### src/rtl/sensor_buffer_ctrl.sv
// Capture engine: handshakes sensor samples into a DEPTH-entry buffer, flags full via
// interrupt, and serves buffered words combinationally to the wrapper's read path.
module sensor_buffer_ctrl #(
  parameter int unsigned DATA_W = 32,
  parameter int unsigned DEPTH  = 64,
  parameter int unsigned ADDR_W = 6
) (
  input  logic              clk,
  input  logic              rstn,
  input  logic              sctrl_en,
  input  logic              sctrl_clear,
  input  logic [ADDR_W-1:0] sctrl_addr,
  input  logic              sensor_ready,
  input  logic [DATA_W-1:0] sensor_out,
  output logic              sctrl_interrupt,
  output logic [DATA_W-1:0] sctrl_out,
  output logic              sensor_en,
  output logic [ADDR_W:0]   sample_cnt
);

  localparam logic [ADDR_W-1:0] LastIdx = ADDR_W'(DEPTH - 1);

  typedef enum logic [1:0] {StIdle, StCapture, StFull} state_e;

  state_e              state_q, state_d;
  logic [ADDR_W-1:0]   wptr_q, wptr_d;
  logic [ADDR_W:0]     cnt_q, cnt_d;
  logic                irq_q, irq_d;
  logic                sensor_en_q;
  logic                accept;
  logic [DATA_W-1:0]   mem_q [DEPTH];

  always_comb begin
    state_d = state_q;
    wptr_d  = wptr_q;
    cnt_d   = cnt_q;
    irq_d   = irq_q;
    accept  = 1'b0;
    if (sctrl_clear) begin
      // Clear wins over enable and any sample presented this cycle.
      state_d = StIdle;
      wptr_d  = '0;
      cnt_d   = '0;
      irq_d   = 1'b0;
    end else begin
      unique case (state_q)
        StIdle: begin
          if (sctrl_en) state_d = StCapture;
        end
        StCapture: begin
          if (sensor_ready) begin
            accept = 1'b1;
            wptr_d = wptr_q + ADDR_W'(1);
            cnt_d  = cnt_q + (ADDR_W + 1)'(1);
          end
          // A sample arriving with enable falling is still taken before pausing.
          if (sensor_ready && (wptr_q == LastIdx)) begin
            state_d = StFull;
            irq_d   = 1'b1;
          end else if (!sctrl_en) begin
            state_d = StIdle;
          end
        end
        StFull: begin
          state_d = StFull;
        end
        default: state_d = StIdle;
      endcase
    end
  end

  always_ff @(posedge clk) begin
    if (!rstn) begin
      state_q     <= StIdle;
      wptr_q      <= '0;
      cnt_q       <= '0;
      irq_q       <= 1'b0;
      sensor_en_q <= 1'b0;
    end else begin
      state_q     <= state_d;
      wptr_q      <= wptr_d;
      cnt_q       <= cnt_d;
      irq_q       <= irq_d;
      // Registered from next state so it tracks state_q exactly.
      sensor_en_q <= (state_d == StCapture);
    end
  end

  always_ff @(posedge clk) begin
    if (!rstn) begin
      for (int i = 0; i < int'(DEPTH); i++) mem_q[i] <= '0;
    end else if (accept) begin
      mem_q[wptr_q] <= sensor_out;
    end
  end

  assign sctrl_out       = mem_q[sctrl_addr];
  assign sctrl_interrupt = irq_q;
  assign sensor_en       = sensor_en_q;
  assign sample_cnt      = cnt_q;

endmodule

### config.mk
export PLATFORM = sky130hd
export DESIGN_NAME = sensor_buffer_ctrl
export DESIGN_NICKNAME = d
export VERILOG_FILES = /design/src/rtl/sensor_buffer_ctrl.sv
export SDC_FILE = /design/constraint.sdc
export NUM_CORES = 2
export LEC_CHECK = 0
export BUFFER_PORTS_ARGS = -buffer_cell sky130_fd_sc_hd__buf_2
export CORE_UTILIZATION = 50
export DETAILED_ROUTE_END_ITERATION = 12
export PLACE_DENSITY = 0.71
export SYNTH_ARGS = -nofsm -noshare
export SYNTH_HDL_FRONTEND = slang
export SYNTH_SLANG_ARGS = --single-unit
export TNS_END_PERCENT = 20
### constraint.sdc
create_clock -name clk -period 9.1 [get_ports clk]
set_clock_uncertainty 0.05 [all_clocks]
set_input_delay 2.73 -clock clk [delete_from_list [all_inputs] [get_ports clk]]
set_output_delay 2.73 -clock clk [all_outputs]
set_load 0.01 [all_outputs]
Word-level counts from Yosys, hierarchy flattened
Memories as Yosys holds them, arrays and structs flattened.
Index checks and enable logic that the tools add are counted.
- memories: 1
- RAM bits: 2048
- logic and storage cells: 34
- output and inout bits: 41
- register bits: 17
- bits in read-only memories: 0
- bits in latches: 0
- memory list (name ; words ; width ; rd ports ; clocked after memory_dff ; write ports ; line ; text):
    mem_q ; 64 ; 32 ; 1 ; 0 ; 64 ; 31 ; logic [DATA_W-1:0] mem_q [DEPTH];
- equal/unequal tests: 4
- add/subtract/negate cells: 2
- reduce and logical (&&, ||, !) cells: 6
- div/mod/pow operators: 0
- magnitude comparators: 0
- shift-type cells: 0
- bitwise logic cells: 1
- multiplexer cells: 15
- multipliers: 0
- operators by type and width (kind ; count):
    two-way mux 32 bit ; 1
    OR reduction 32 bit ; 1
    two-way mux 1 bit ; 8
    two-way mux 2 bit ; 4
    adder 7 x 1 -> 7 bit (second input constant) ; 1
    adder 6 x 1 -> 6 bit (second input constant) ; 1
    == test 6 bit (second input constant) ; 1
    two-way mux 6 bit ; 1
    one-hot mux 2 bit (3 select lines) ; 1
    == test 2 x 1 -> 1 bit (second input constant) ; 2
    AND reduction 2 bit ; 2
    == test 2 bit (second input constant) ; 1
    logical NOT 2 bit ; 1
    OR reduction 2 bit ; 1
    logical AND 1 bit ; 1
    NOT 1 bit ; 1

Logic depth before layout (Yosys ltp)
- depth after elaboration: 8
- mapped depth: 10

Least setup slack after synthesis
Ideal clock, no wire load.
- path kind: input-to-output
- from: in sctrl_addr[0]
- to: out sctrl_out[23]
- arrival: 4.354 ns
- cell stages on the path: 7
- slack: 1.966 ns
- path buffers: 3
- path through: buf_4 -> buf_2 -> buf_2 -> mux4_2 -> a22oi_1 -> nand3_1 -> o211a_1
- cells in the longest elaborated chain, start to end: 1
- ends and longest elaborated chain (item ; line ; text):
    start: declaration ; 12 ; input logic [ADDR_W-1:0] sctrl_addr,
    memory read (64 x 32 bit) ; -- ;
    end: declaration ; 16 ; output logic [DATA_W-1:0] sctrl_out,
Every way passes these cells.

Worst setup path after layout
- from: in sctrl_addr[0]
- to: out sctrl_out[3]
Same word-level chain as after synthesis.

==> results.sh <==
export IMPL_status="completed"
export IMPL_yosys_register_bits=2065
export IMPL_cpPeakStageDelay_ns=0.52
export IMPL_crit_path_end_kind="output port"
export IMPL_core_area_mm2=0.186
export IMPL_hold_class="reg2reg"
export IMPL_syn2layout_area_growth_pct=10.9
export IMPL_postRouteAntennaNets=0
export IMPL_cts_tree="done"
export IMPL_chipWidth_um=435
export IMPL_min_period_ns=8.79
export IMPL_nets=6024
export IMPL_synth_area_mm2=0.0938
export IMPL_crit_arrival_ns=6.01
export IMPL_pre_cts_ws_ns=0.380
export IMPL_tightest_slew_ns=1.28
export IMPL_grt_overflow_total=0
export IMPL_initial_core_util_pct=50.5
export IMPL_drt_iter0_drc=6949
export IMPL_synthTopCellsByArea="edfxtp_1 66%, and2_1 14%, mux4_2 11%, clkbuf_1 1.7%, mux2_2 0.94%"
export IMPL_crit_fanout=33
export IMPL_rsz0062_at_grt="false"
export IMPL_io_pins=84
export IMPL_powerDensity_mw_per_mm2=198
export IMPL_yosysWarnings=0
export IMPL_worstPathRequired_ns=6.32
export IMPL_drv_slew=0
export IMPL_tns_ns=0
export IMPL_cts_resized=0
export IMPL_crit_top_cell="buf_12"
export IMPL_grt_max_degree=65
export IMPL_portBuffers=83
export IMPL_yosysMostFrequentCell="and2_1"
export IMPL_routed_wl_um=262000
export IMPL_max_clock_freq_ghz=0.114
export IMPL_design_area_mm2=0.104
export IMPL_synthArstFlopShare_pct=0
export IMPL_routedWlPerCell_um=30.4
export IMPL_syn_num_nets=6122
export IMPL_clockRootBuffer="clkbuf_16"
export IMPL_vias=53205
export IMPL_yosysTopAreaCell="edfxtp_1"
export IMPL_grt_pass1_wl_um=376000
export IMPL_crit_type="in2out"
export IMPL_ys_seq_area_share_pct=65.9
export IMPL_fin_cells=8638
export IMPL_placedCellCount=8255
export IMPL_fin_hold_ws_ns=0.440
export IMPL_peakVddDrop_uv=207
export IMPL_antenna_found_initial=15
export IMPL_leakagePower_nw=35.7
export IMPL_syn_area_per_cell_um2=15.4
export IMPL_crit_chain="buf_8 > buf_12 > buf_12 > buf_4 > mux4_2 > o221ai_1 > o22ai_1 > and3_1 > buf_2"
export IMPL_fillers=14334
export IMPL_post_route_period_util_pct=96.5
export IMPL_drt_vias_per_instance=6.16
export IMPL_synth_top_area_share_pct=65.6
export IMPL_setup_viol=0
export IMPL_final_layout_size_suffix_gt1_share_pct=20.9
export IMPL_synthTopCellsByCount="2,051 x and2_1, 2,048 x edfxtp_1, 453 x mux4_2, 433 x clkbuf_1, 103 x o21ai_0"
export IMPL_first_global_vias=52226
export IMPL_cts_max_path_buffers=3
export IMPL_hold_violations=0
export IMPL_cts_setup_buffers=0
export IMPL_critPathLaunchType="primary input"
export IMPL_dp_hpwl_um=152000
export IMPL_path_clk_slew_ns=0.06
export IMPL_holdBufCountCts=0
export IMPL_place_congestion=0.865
export IMPL_syn_inst=6077
export IMPL_synth_enable_flop_cells=2048
export IMPL_die_h_um=435
export IMPL_place_area_mm2=0.0978
export IMPL_detail_route_first_pass_iterations=5
export IMPL_slowest_stage="mux4_2"
export IMPL_grt_total_usage_pct=27.7
export IMPL_multi_input_area_mm2=0.0302
export IMPL_cts_sinks=2065
export IMPL_yosysUniqueCellTypes=59
export IMPL_setup_slack_ns=0.314
export IMPL_regArea_mm2=0.0618
export IMPL_cts_buffers=202
export IMPL_p_total_mw=20.6
export IMPL_synthFlopType="edfxtp_1"
export IMPL_maxCapViolCount=0
export IMPL_utilization_pct=56.0
export IMPL_slew_headroom_pct=14.3
export IMPL_cts_htree_levels=4
export IMPL_fp_row_count=158
export IMPL_drc=0
export IMPL_clock_latency_ns=0.85
export IMPL_fp_dieArea_mm2=0.189
==> registers in the layout, indices dropped and copies added (netlist names) <==
| name | cells |
|---|---|
| state_q | 2 |
| sctrl_interrupt | 1 |
| sensor_en | 1 |
| wptr_q | 6 |
| sample_cnt | 7 |
| mem_q | 2048 |
==> worst max-delay path: cells and delay by family <==
| kind | cells | cell delay [ns] |
|---|---|---|
| and+or+nand+nor | 1 | 0.52 |
| buffers and inverters | 5 | 1.20 |
| AOI/OAI and AO/OA | 2 | 0.91 |
| muxes | 1 | 0.52 |
==> kinds of logic after synthesis <==
family / Yosys count / share of synthesized area (%)
AO/OA/AOI/OAI: 420 / 3.06
multiplexers: 590 / 12.6
adder cells (fa/ha/maj): 2 / 0.0267
buffers and inverters: 643 / 3.02
XOR/XNOR: 8 / 0.0747
flip-flops: 2065 / 65.9
AND/OR/NAND/NOR: 2349 / 15.3
==> path summary, 6_finish.rpt <==
check	endpoint	slack (ns)	depth (start not counted)	start
setup / recovery	sctrl_out[3]	0.31	9	sctrl_addr[0]
setup reg to reg	mem_q[4][9]	5.12	6	state_q[1]
hold / removal	sample_cnt[6]	0.44	2	sample_cnt[6]
hold reg to reg	sample_cnt[6]	0.44	2	sample_cnt[6]
==> final cells by class <==
type,count,share of cell area (%)
sequential,2065,59.5
timing repair buffer,339,2.55
clock buffer,252,5.14
tap,2480,2.98
inverter,2,0.00722
antenna,11,0.0265
multi-input combinational,3369,29.0
clock inverter,120,0.815
==> layout by cell type (no fill, tap or decap), drive strengths merged, types with 52 or more instances in the layout <==
cell / instances
a21oi: 62
a22oi: 77
and2: 2052
buf: 339
clkbuf: 252
clkinv: 98
edfxtp: 2048
mux2: 78
mux2i: 52
mux4: 460
nor2: 108
o21ai: 103
==> metal layers <==
| metal | global-route usage [%] | routed length [µm] | part of all wire [%] |
|---|---|---|---|
| met5 | 0 | 54 | 0.021 |
| met4 | 12.4 | 13100 | 5.0 |
| met3 | 5.49 | 28100 | 11 |
| met2 | 42.9 | 121000 | 46 |
| met1 | 38.0 | 99600 | 38 |
==> power breakdown <==
part           total, mW  internal, mW  leakage [nW]  switching, mW
Combinational       1.60         0.555          12.8           1.04
Sequential          11.0          10.9          19.9          0.115
Clock               8.02          4.43          3.04           3.59
Note: power is estimated with default switching activity, not from simulation.
